<file path="config.mk">
export PLATFORM = sky130hd
export DESIGN_NAME = vdp_host_bridge
export DESIGN_NICKNAME = d
export VERILOG_FILES = /design/src/rtl/vdp_pkg.sv /design/src/rtl/vdp_write_fifo.sv /design/src/rtl/vdp_host_bridge.sv
export SDC_FILE = /design/constraint.sdc
export NUM_CORES = 1
export LEC_CHECK = 0
export BUFFER_PORTS_ARGS = -buffer_cell sky130_fd_sc_hd__buf_2
export CAP_MARGIN = 10
export CORE_UTILIZATION = 45
export CTS_CLUSTER_SIZE = 16
export DETAILED_ROUTE_END_ITERATION = 10
export PLACE_DENSITY_LB_ADDON = 0.3
export SLEW_MARGIN = 20
export SYNTH_ARGS = -nofsm -noshare
export SYNTH_HDL_FRONTEND = slang
export SYNTH_HIERARCHICAL = 1
export SYNTH_SLANG_ARGS = --single-unit
export TNS_END_PERCENT = 30
</file>
<file path="constraint.sdc">
create_clock -name clk -period 3.1 [get_ports clk]
set_input_delay 0.62 -clock clk [delete_from_list [all_inputs] [get_ports clk]]
set_output_delay 0.62 -clock clk [all_outputs]
set_load 0.02 [all_outputs]
</file>
<file path="src/rtl/vdp_pkg.sv">
// rtl/vdp_pkg.sv - shared VDP bridge widths and handshake state encoding
package vdp_pkg;

  localparam int VDP_ADDR_W  = 5;
  localparam int VDP_DATA_W  = 16;
  localparam int VDP_ENTRY_W = VDP_ADDR_W + VDP_DATA_W;

  typedef enum logic [1:0] {
    ST_IDLE  = 2'd0,
    ST_WAIT  = 2'd1,
    ST_STALL = 2'd2,
    ST_ACK   = 2'd3
  } hs_state_e;

endpackage

</file>
<file path="src/rtl/vdp_write_fifo.sv">
// rtl/vdp_write_fifo.sv - posted host-write FIFO with same-cycle pop/push pass-through of the free slot
module vdp_write_fifo #(
  parameter int DEPTH = 4,
  parameter int WIDTH = 21
) (
  input  logic             clk,
  input  logic             reset,
  input  logic             push,
  input  logic [WIDTH-1:0] push_data,
  input  logic             pop,
  output logic [WIDTH-1:0] head_data,
  output logic             empty,
  output logic             full
);

  localparam int AW = (DEPTH > 1) ? $clog2(DEPTH) : 1;
  localparam logic [AW:0]   FULL_COUNT = (AW + 1)'(DEPTH);
  localparam logic [AW:0]   COUNT_ONE  = (AW + 1)'(1);
  localparam logic [AW-1:0] PTR_ONE    = AW'(1);

  logic [WIDTH-1:0] mem [DEPTH];
  logic [AW-1:0]    wr_ptr;
  logic [AW-1:0]    rd_ptr;
  logic [AW:0]      count;
  logic             do_push;
  logic             do_pop;

  assign empty     = (count == '0);
  assign full      = (count == FULL_COUNT);
  assign do_pop    = pop & ~empty;
  // A pop frees its slot this cycle, so a push into a full FIFO may land alongside it.
  assign do_push   = push & (~full | do_pop);
  assign head_data = mem[rd_ptr];

  always_ff @(posedge clk) begin
    if (reset) begin
      wr_ptr <= '0;
      rd_ptr <= '0;
      count  <= '0;
    end else begin
      if (do_push) wr_ptr <= wr_ptr + PTR_ONE;
      if (do_pop)  rd_ptr <= rd_ptr + PTR_ONE;
      if (do_push && !do_pop)      count <= count + COUNT_ONE;
      else if (do_pop && !do_push) count <= count - COUNT_ONE;
    end
  end

  always_ff @(posedge clk) begin
    if (do_push) mem[wr_ptr] <= push_data;
  end

endmodule

</file>
<file path="src/rtl/vdp_host_bridge.sv">
// rtl/vdp_host_bridge.sv - CPU/copper to VDP register-file bridge with posted writes and ready handshake
module vdp_host_bridge
  import vdp_pkg::*;
#(
  parameter int USE_8BIT_BUS = 0,
  parameter int FIFO_DEPTH   = 4,
  parameter int WAIT_STATES  = 0
) (
  input  logic                  clk,
  input  logic                  reset,
  input  logic [5:0]            host_address,
  input  logic                  host_write_en,
  input  logic [15:0]           host_write_data,
  input  logic                  host_read_en,
  output logic                  ready,
  input  logic                  cop_write_en,
  input  logic [VDP_ADDR_W-1:0] cop_write_address,
  input  logic [15:0]           cop_write_data,
  output logic                  register_write_en,
  output logic [VDP_ADDR_W-1:0] register_write_address,
  output logic [15:0]           register_write_data,
  output logic [VDP_ADDR_W-1:0] read_address,
  output logic                  fifo_full
);

  localparam bit         BYTE_MODE = (USE_8BIT_BUS != 0);
  localparam logic [1:0] WAIT_LOAD = 2'(WAIT_STATES);

  hs_state_e state_q, state_d;
  logic [1:0]  wait_q, wait_d;
  logic        wr_q, wr_prev, rd_q, rd_prev;
  logic [5:0]  addr_q;
  logic [15:0] data_q;
  logic        acc_write;
  logic [5:0]  acc_addr;
  logic [15:0] acc_data;
  logic [7:0]  low_byte;
  logic        wr_edge, rd_edge, access_edge;
  logic        needs_push, can_push, push, pop, latch_low, fifo_empty;
  logic [VDP_ENTRY_W-1:0] fifo_din, fifo_head;

  assign wr_edge     = wr_q & ~wr_prev;
  assign rd_edge     = rd_q & ~rd_prev;
  assign access_edge = wr_edge | rd_edge;

  always_ff @(posedge clk) begin
    if (reset) begin
      wr_q         <= 1'b0;
      wr_prev      <= 1'b0;
      rd_q         <= 1'b0;
      rd_prev      <= 1'b0;
      addr_q       <= '0;
      data_q       <= '0;
      read_address <= '0;
    end else begin
      wr_q         <= host_write_en;
      wr_prev      <= wr_q;
      rd_q         <= host_read_en;
      rd_prev      <= rd_q;
      addr_q       <= host_address;
      data_q       <= host_write_data;
      read_address <= BYTE_MODE ? host_address[5:1] : host_address[4:0];
    end
  end

  // The access is frozen at its edge so a CPU that changes the bus early still posts what it strobed.
  always_ff @(posedge clk) begin
    if (reset) begin
      acc_write <= 1'b0;
      acc_addr  <= '0;
      acc_data  <= '0;
    end else if (state_q == ST_IDLE && access_edge) begin
      acc_write <= wr_edge;
      acc_addr  <= addr_q;
      acc_data  <= data_q;
    end
  end

  assign needs_push = acc_write & (~BYTE_MODE | acc_addr[0]);
  assign pop        = ~cop_write_en & ~fifo_empty;
  assign can_push   = ~fifo_full | pop;

  always_comb begin
    state_d   = state_q;
    wait_d    = wait_q;
    push      = 1'b0;
    latch_low = 1'b0;
    case (state_q)
      ST_IDLE: begin
        if (access_edge) begin
          state_d = ST_WAIT;
          wait_d  = WAIT_LOAD;
        end
      end
      ST_WAIT: begin
        if (wait_q != 2'd0) begin
          wait_d = wait_q - 2'd1;
        end else if (needs_push) begin
          if (can_push) begin
            push    = 1'b1;
            state_d = ST_ACK;
          end else begin
            state_d = ST_STALL;
          end
        end else begin
          latch_low = acc_write;
          state_d   = ST_ACK;
        end
      end
      ST_STALL: begin
        if (can_push) begin
          push    = 1'b1;
          state_d = ST_ACK;
        end
      end
      default: state_d = ST_IDLE;
    endcase
  end

  always_ff @(posedge clk) begin
    if (reset) begin
      state_q <= ST_IDLE;
      wait_q  <= 2'd0;
    end else begin
      state_q <= state_d;
      wait_q  <= wait_d;
    end
  end

  assign ready = (state_q == ST_ACK);

  always_comb begin
    fifo_din = '0;
    if (BYTE_MODE) fifo_din = {acc_addr[5:1], acc_data[7:0], low_byte};
    else           fifo_din = {acc_addr[4:0], acc_data};
  end

  always_ff @(posedge clk) begin
    if (reset)                  low_byte <= '0;
    else if (latch_low)         low_byte <= acc_data[7:0];
    else if (push && BYTE_MODE) low_byte <= '0;
  end

  // Copper has priority; its writes cannot be held off, so the FIFO only drains in copper gaps.
  always_ff @(posedge clk) begin
    if (reset) begin
      register_write_en      <= 1'b0;
      register_write_address <= '0;
      register_write_data    <= '0;
    end else begin
      register_write_en <= cop_write_en | pop;
      if (cop_write_en) begin
        register_write_address <= cop_write_address;
        register_write_data    <= cop_write_data;
      end else if (pop) begin
        register_write_address <= fifo_head[VDP_ENTRY_W-1:VDP_DATA_W];
        register_write_data    <= fifo_head[VDP_DATA_W-1:0];
      end
    end
  end

  vdp_write_fifo #(
    .DEPTH (FIFO_DEPTH),
    .WIDTH (VDP_ENTRY_W)
  ) u_fifo (
    .clk       (clk),
    .reset     (reset),
    .push      (push),
    .push_data (fifo_din),
    .pop       (pop),
    .head_data (fifo_head),
    .empty     (fifo_empty),
    .full      (fifo_full)
  );

`ifndef SYNTHESIS
  always_ff @(posedge clk) begin
    if (!reset && access_edge && state_q != ST_IDLE)
      $display("%m: host access ignored, handshake busy (protocol violation) at %0t", $time);
  end
`endif

endmodule
</file>
Yosys cells after proc, flatten, opt, wreduce, memory -nomap -nowiden
Memories as Yosys holds them, arrays and structs flattened. A register that Yosys moved wholly into a read port is not among the register bits.
Index checks and enable logic that the tools add are counted.
{"block": "word_totals", "reg_bits": 85, "ram_bits": 84, "input_bits": 48, "out_inout_bits": 29, "wordCells": 82, "n_memories": 1}
{"memory": "u_fifo.mem", "words": 4, "word_bits": 21, "read_ports": 1, "rd_ports_with_merged_regs": 1, "write_ports": 1, "line_no": "vdp_write_fifo.sv:21", "source": "logic [WIDTH-1:0] mem [DEPTH];"}
{"block": "classes", "n_addsub": 5, "n_eq_ne": 8, "muxes": 23, "bitwise": 14, "reduce_logical": 13}
{"cell": "16-bit 2-to-1 mux", "n": 2}
{"cell": "2-bit 2-to-1 mux", "n": 8}
{"cell": "5-bit 2-to-1 mux", "n": 2}
{"cell": "2-bit inequality test, second input constant", "n": 4}
{"cell": "2-bit nonzero test", "n": 4}
{"cell": "1-bit 2-to-1 mux", "n": 6}
{"cell": "3-bit 2-to-1 mux", "n": 2}
{"cell": "2-bit case mux with 3 select lines", "n": 1}
{"cell": "3-bit AND reduction", "n": 2}
{"cell": "1-bit AND", "n": 5}
{"cell": "1-bit NOT", "n": 5}
{"cell": "2-bit by 1-bit adder with 2-bit output, second input constant", "n": 2}
{"cell": "2-bit equality test, second input constant", "n": 2}
{"cell": "1-bit bitwise OR", "n": 4}
{"cell": "2-bit case mux with 2 select lines", "n": 1}
{"cell": "3-bit by 1-bit adder with 3-bit output, second input constant", "n": 1}
{"cell": "3-bit equality test, second input constant", "n": 1}
{"cell": "1-bit logical AND", "n": 3}
{"cell": "3-bit logical NOT", "n": 1}
{"cell": "3-bit by 1-bit subtractor with 3-bit output, second input constant", "n": 1}
{"cell": "2-bit by 1-bit equality test with 1-bit output, second input constant", "n": 1}
{"cell": "1-bit logical NOT", "n": 2}
{"cell": "2-bit logical NOT", "n": 1}
{"cell": "1-bit case mux with 2 select lines", "n": 1}
{"cell": "2-bit by 1-bit subtractor with 2-bit output, second input constant", "n": 1}

Longest topological paths before layout
{"block": "logic_depth", "word_depth": 13, "ltp_mapped": 12, "ltp_nobuf": 11}

Cells and area by module
Netlist, hierarchy kept.
{"mod": "vdp_write_fifo", "n_inst": 1, "cells_each": 157, "area_per_inst_um2": 3500.9, "seq_area_each_um2": 2702.6}
{"mod": "vdp_host_bridge", "n_inst": 1, "cells_each": 284, "area_per_inst_um2": 2780.2, "seq_area_each_um2": 1461.4}

Least setup slack after synthesis
OpenSTA, ideal clock, no wires.
{"block": "synth_timing", "kind": "input to register", "start": "input port cop_write_en", "end": "register u_fifo.count[2]", "setup_time_ns": 0.070, "arrival_ns": 2.701, "t_required_ns": 3.030, "setup_slack_ns": 0.329, "cell_stages": 11, "path_buffers": 2, "path_cell_list": "buf_6 > clkbuf_1 > nor2_1 > inv_1 > a21boi_2 > ha_1 > inv_1 > fa_1 > xor2_1 > or3_2 > a21oi_1"}
{"block": "synth_via", "elab_chain_cells": 11, "word_cells_on_any_way": 16, "classes_between": "mux: 5; bitwise: 6; reduce/logical: 5"}
{"item": "from (decl)", "line_no": "vdp_host_bridge.sv:16", "source": "input logic cop_write_en,"}
{"item": "1-bit NOT *", "line_no": "vdp_host_bridge.sv:80", "source": "assign pop = ~cop_write_en & ~fifo_empty;"}
{"item": "1-bit AND *", "line_no": "vdp_host_bridge.sv:80"}
{"item": "net pop", "line_no": "vdp_host_bridge.sv:39", "source": "logic needs_push, can_push, push, pop, latch_low, fifo_empty;"}
{"item": "1-bit bitwise OR", "line_no": "vdp_host_bridge.sv:81", "source": "assign can_push = ~fifo_full | pop;"}
{"item": "1-bit 2-to-1 mux", "line_no": "vdp_host_bridge.sv:99, vdp_host_bridge.sv:111"}
{"item": "1-bit 2-to-1 mux", "line_no": "vdp_host_bridge.sv:98", "source": "end else if (needs_push) begin"}
{"item": "1-bit 2-to-1 mux", "line_no": "vdp_host_bridge.sv:96", "source": "if (wait_q != 2'd0) begin"}
{"item": "1-bit case mux with 2 select lines", "line_no": "vdp_host_bridge.sv:88", "source": "case (state_q)"}
{"item": "1-bit AND *", "line_no": "vdp_write_fifo.sv:32", "source": "assign do_push = push & (~full | do_pop);"}
{"item": "net u_fifo.do_push", "line_no": "vdp_write_fifo.sv:25", "source": "logic do_push;"}
{"item": "1-bit logical NOT", "line_no": "vdp_write_fifo.sv:44", "source": "else if (do_pop && !do_push) count <= count - COUNT_ONE;"}
{"item": "1-bit logical AND", "line_no": "vdp_write_fifo.sv:44"}
{"item": "2-bit nonzero test (no line)"}
{"item": "to (signal assigned)", "line_no": "vdp_write_fifo.sv:43", "source": "if (do_push && !do_pop) count <= count + COUNT_ONE;"}
{"item": "to (signal assigned)", "line_no": "vdp_write_fifo.sv:44"}
{"item": "to (decl)", "line_no": "vdp_write_fifo.sv:24", "source": "logic [AW:0] count;"}
Mark *: on every way through the listed nets, which the timed path passes. The rest lies on a longest branch.
A chain may end at the register's enable or synchronous reset.

Worst setup path in the final report
{"block": "layout_timing", "start": "register state_q[1]", "end": "register u_fifo.count[2]"}
{"block": "layout_via", "elab_chain_cells": 6, "word_cells_on_any_way": 9, "classes_between": "eq/ne: 2; mux: 2; bitwise: 1; reduce/logical: 4"}
{"item": "from (decl)", "line_no": "vdp_host_bridge.sv:29", "source": "hs_state_e state_q, state_d;"}
{"item": "from (signal assigned)", "line_no": "vdp_host_bridge.sv:125", "source": "state_q <= state_d;"}
{"item": "2-bit equality test / 2-bit by 1-bit equality test with 1-bit output (equally long branches)", "line_no": "vdp_host_bridge.sv:88"}
{"item": "1-bit case mux with 2 select lines *", "line_no": "vdp_host_bridge.sv:88"}
{"item": "net push", "line_no": "vdp_host_bridge.sv:39"}
{"item": "1-bit AND *", "line_no": "vdp_write_fifo.sv:32"}
{"item": "net u_fifo.do_push", "line_no": "vdp_write_fifo.sv:25"}
{"item": "1-bit logical NOT", "line_no": "vdp_write_fifo.sv:44"}
{"item": "1-bit logical AND", "line_no": "vdp_write_fifo.sv:44"}
{"item": "2-bit nonzero test (no line)"}
Marks and branches as above.

==> impl_metrics.ini <==
[status]
status = completed

[drt]
detail-route-antenna-nets = 0
remaining_drc_errors = 0
routedWlPerCell_um = 15.69
num_vias = 3543
drt_wl_total_um = 11080
via_per_inst = 5.018
first_pass_iters = 4
drt_iter0_drc = 212

[floorplan]
core_um2 = 13450
fp.dieH_um = 120.1
die_x_um = 120.1
die_area_um2 = 14430
rows = 42
ioPinCount = 77
start_util_pct = 46.69

[critical_path]
crit_arrival_ns = 2.95
r2r-start = state_q[1]$_SDFFE_PP0P_
worst-r2r-cell-count = 11
end_kind = register
rrSetupSlack_ns = 0.49
cp_data_required_time_ns = 3.44
cp-start-kind = register
path_cells = inv_1, ha_1, nand3_1, a21oi_1, a21boi_2, ha_1, inv_1, fa_1, xor2_1, or3_2, a21oi_1
slowest_delay_ns = 0.41
reg2reg_to = u_fifo/count[2]$_SDFFE_PP0P_
worstPathMaxFanout = 6
crit_type = reg2reg
cp_slowest_cell = or3_2

[placed_design]
routabilityCongestion = 0.7559
portBuffers = 75
hpwlAfterDp_um = 6609

[synth]
syn_inst = 441
synthArstFlopShare_pct = 0
synthXorXnorAreaFrac_pct = 0.5578
synth-simple-area-share_pct = 9.183
synthesis.area_um2 = 6281
synth-edff-count = 84
synth-adder-area-share_pct = 2.510
synth_flop_cell = edfxtp_1
ys_warn_count = 6
synth-seq-cells = 166
seq_area_frac_synth_pct = 66.29
synth_nets = 501
synth_mux_area_share_pct = 14.78
synth_compound_area_share_pct = 3.944
synth_cell_types = 42
synth_top_family_by_area = multiplexers
synth_area_per_cell_um2 = 14.24

[sta]
max_clock_freq_mhz = 382.8
setup_viol = 0
worst_hold_slack_ns = 0.4013
grt_setup_unrepaired = no
worstMarginPinSlew_ns = 0.8849
finalSetupTns_ns = 0
slew_headroom_pct = 41.01
skew_ns = 0.01159
finalCriticalPeriod_ns = 2.612
min_period_over_period_pct = 84.27
finalHoldViolations = 0
final_max_slew_viol_count = 0

[power]
p_switching_mw = 1.545
p_clk_share_pct = 37.0
p_leak_nw = 3.043
peakVddDrop_mv = 0.4261
power_density_nw_per_um2 = 805.2
internal_power_mw = 4.444
p_sw_share_pct = 25.80
power_mw = 5.988
power_frac_comb_pct = 19.3
seq_power_share_pct = 43.6

[layout]
final_common_cell = edfxtp_1
layout_common_cells = edfxtp_1 (84), dfxtp_1 (81), buf_2 (74)
final_core_util_pct = 55.28
ff_latch_area_um2 = 4165
area_growth_pct = 18.41
drive_gt1_share_pct = 27.17
fin_nets = 577
fillers = 1102
antenna_cells = 0
multiInputGateArea_um2 = 1958

[global_routing]
grt_max_degree = 87
grt_use_total_pct = 16.73
use_met1_pct = 19.24
first_global_vias = 3578
grt_overflow_total = 0
grt.met3_usage_pct = 4.705
busiest_layer = met2
antenna_found_initial = 0
grt_pass1_wl_um = 17860
met2_usage_pct = 28.59

[worst_hold_path]
hold_end = addr_q[4]$_SDFF_PP0_
min_path_type = in2reg
hold_depth = 2
min-delay-start = host_address[4]

[clock_network]
clock_path_buffers = 2
cts-resized-gates = 0
clock-root-buffer = clkbuf_16
clkSlewWorstSetupHoldPaths_ns = 0.06
cts_sinks = 166
cts_hold_buf = 0
cts_tree = done
clkLatencyLatePin_ns = 0.42
cts_made_buffers = 17
htreeDepth = 4
post-cts-setup-buffers = 0

[job]
cap_violations = 0
per-stage QoR:
step / instances / instance area, µm² / setup slack [ns]
after floorplan: 441 / 6281 / 0.3291
after global placement: 674 / 6808 / 0.4207
after detailed placement: 674 / 6808 / 0.3139
after CTS: 706 / 7437 / 0.4838
after global routing: 706 / 7437 / 0.2937
final: 706 / 7437 / 0.4877
critical path: cells and delay by family (launching register included):
kind,cells,cell delay [ns]
and+or+nand+nor,2,0.51
AOI/OAI and AO/OA,3,0.50
buffers and inverters,2,0.16
DFF,1,0.34
adders and majority gates,3,0.86
xor gates and xnor gates,1,0.16
how the worst max path moves through the flow:
stage	cells after the start	endpoint	start	slack, ns
after floorplan	11	u_fifo/count[2]$_SDFFE_PP0P_	cop_write_en	0.33
final	11	u_fifo/count[2]$_SDFFE_PP0P_	state_q[1]$_SDFFE_PP0P_	0.49
after CTS	11	u_fifo/count[2]$_SDFFE_PP0P_	state_q[1]$_SDFFE_PP0P_	0.48
after detailed placement	11	u_fifo/count[2]$_SDFFE_PP0P_	cop_write_en	0.31
after global placement	11	u_fifo/count[2]$_SDFFE_PP0P_	cop_write_en	0.42
after global routing	11	u_fifo/count[2]$_SDFFE_PP0P_	state_q[1]$_SDFFE_PP0P_	0.29
layout make-up:
cell class | instances | share of cell area (%)
Sequential cell | 166 | 56.01
Multi-Input combinational cell | 239 | 26.33
Clock buffer | 21 | 6.057
Timing Repair Buffer | 80 | 5.585
Tap cell | 176 | 2.961
Clock inverter | 11 | 2.406
Inverter | 13 | 0.6561
synth_stat cells (2+ instances only):
| cell type | n | area, µm² |
|---|---|---|
| a21oi_1 | 24 | 120.1 |
| and2_2 | 4 | 30.03 |
| buf_2 | 2 | 10.01 |
| buf_4 | 3 | 22.52 |
| buf_6 | 3 | 33.78 |
| clkbuf_1 | 14 | 52.55 |
| dfxtp_1 | 82 | 1642 |
| edfxtp_1 | 84 | 2522 |
| ha_1 | 11 | 137.6 |
| inv_1 | 12 | 45.04 |
| mux2i_1 | 44 | 440.4 |
| mux4_2 | 21 | 473.0 |
| nand2_1 | 2 | 7.510 |
| nand2b_1 | 2 | 12.51 |
| nor2_1 | 73 | 274.0 |
| nor2b_1 | 26 | 162.7 |
| nor3_1 | 2 | 10.01 |
| o31ai_1 | 5 | 37.54 |
| xor2_1 | 4 | 35.03 |
power groups by stage:
stage / sequential (mW) / combinational [mW] / clock [mW]
finish: 2.61 / 1.16 / 2.22
global route: 2.64 / 1.28 / 2.35
CTS: 2.62 / 1.17 / 2.27
detailed placement: 2.66 / 1.16 / 0
global placement: 2.65 / 1.12 / 0
floorplan: 2.68 / 0.863 / 0
per-layer routing:
metal,part of all wire (%),vias to the layer above
li1,-,1732
met1,42,1706
met2,51,86
met3,4.8,19
met4,1.8,0
met5,0,-
sequential cells by signal (all words and copies together) (netlist names), 3 cells and up, named ones only:
signal	flops
acc_data	16
u_fifo/mem	84
register_write_data	16
data_q	16
acc_addr	5
u_fifo/count	3
register_write_address	5
addr_q	5
logic make-up (layout without fill, tap and decap cells):
group / Yosys count / after routing
flops: 166 / 166
simple gates: 119 / 119
mux: 66 / 66
compound gates: 38 / 38
buf+inv: 36 / 125
fa+ha+maj: 12 / 12
xor+xnor: 4 / 4
No activity file was read; power rests on OpenSTA's default activity.
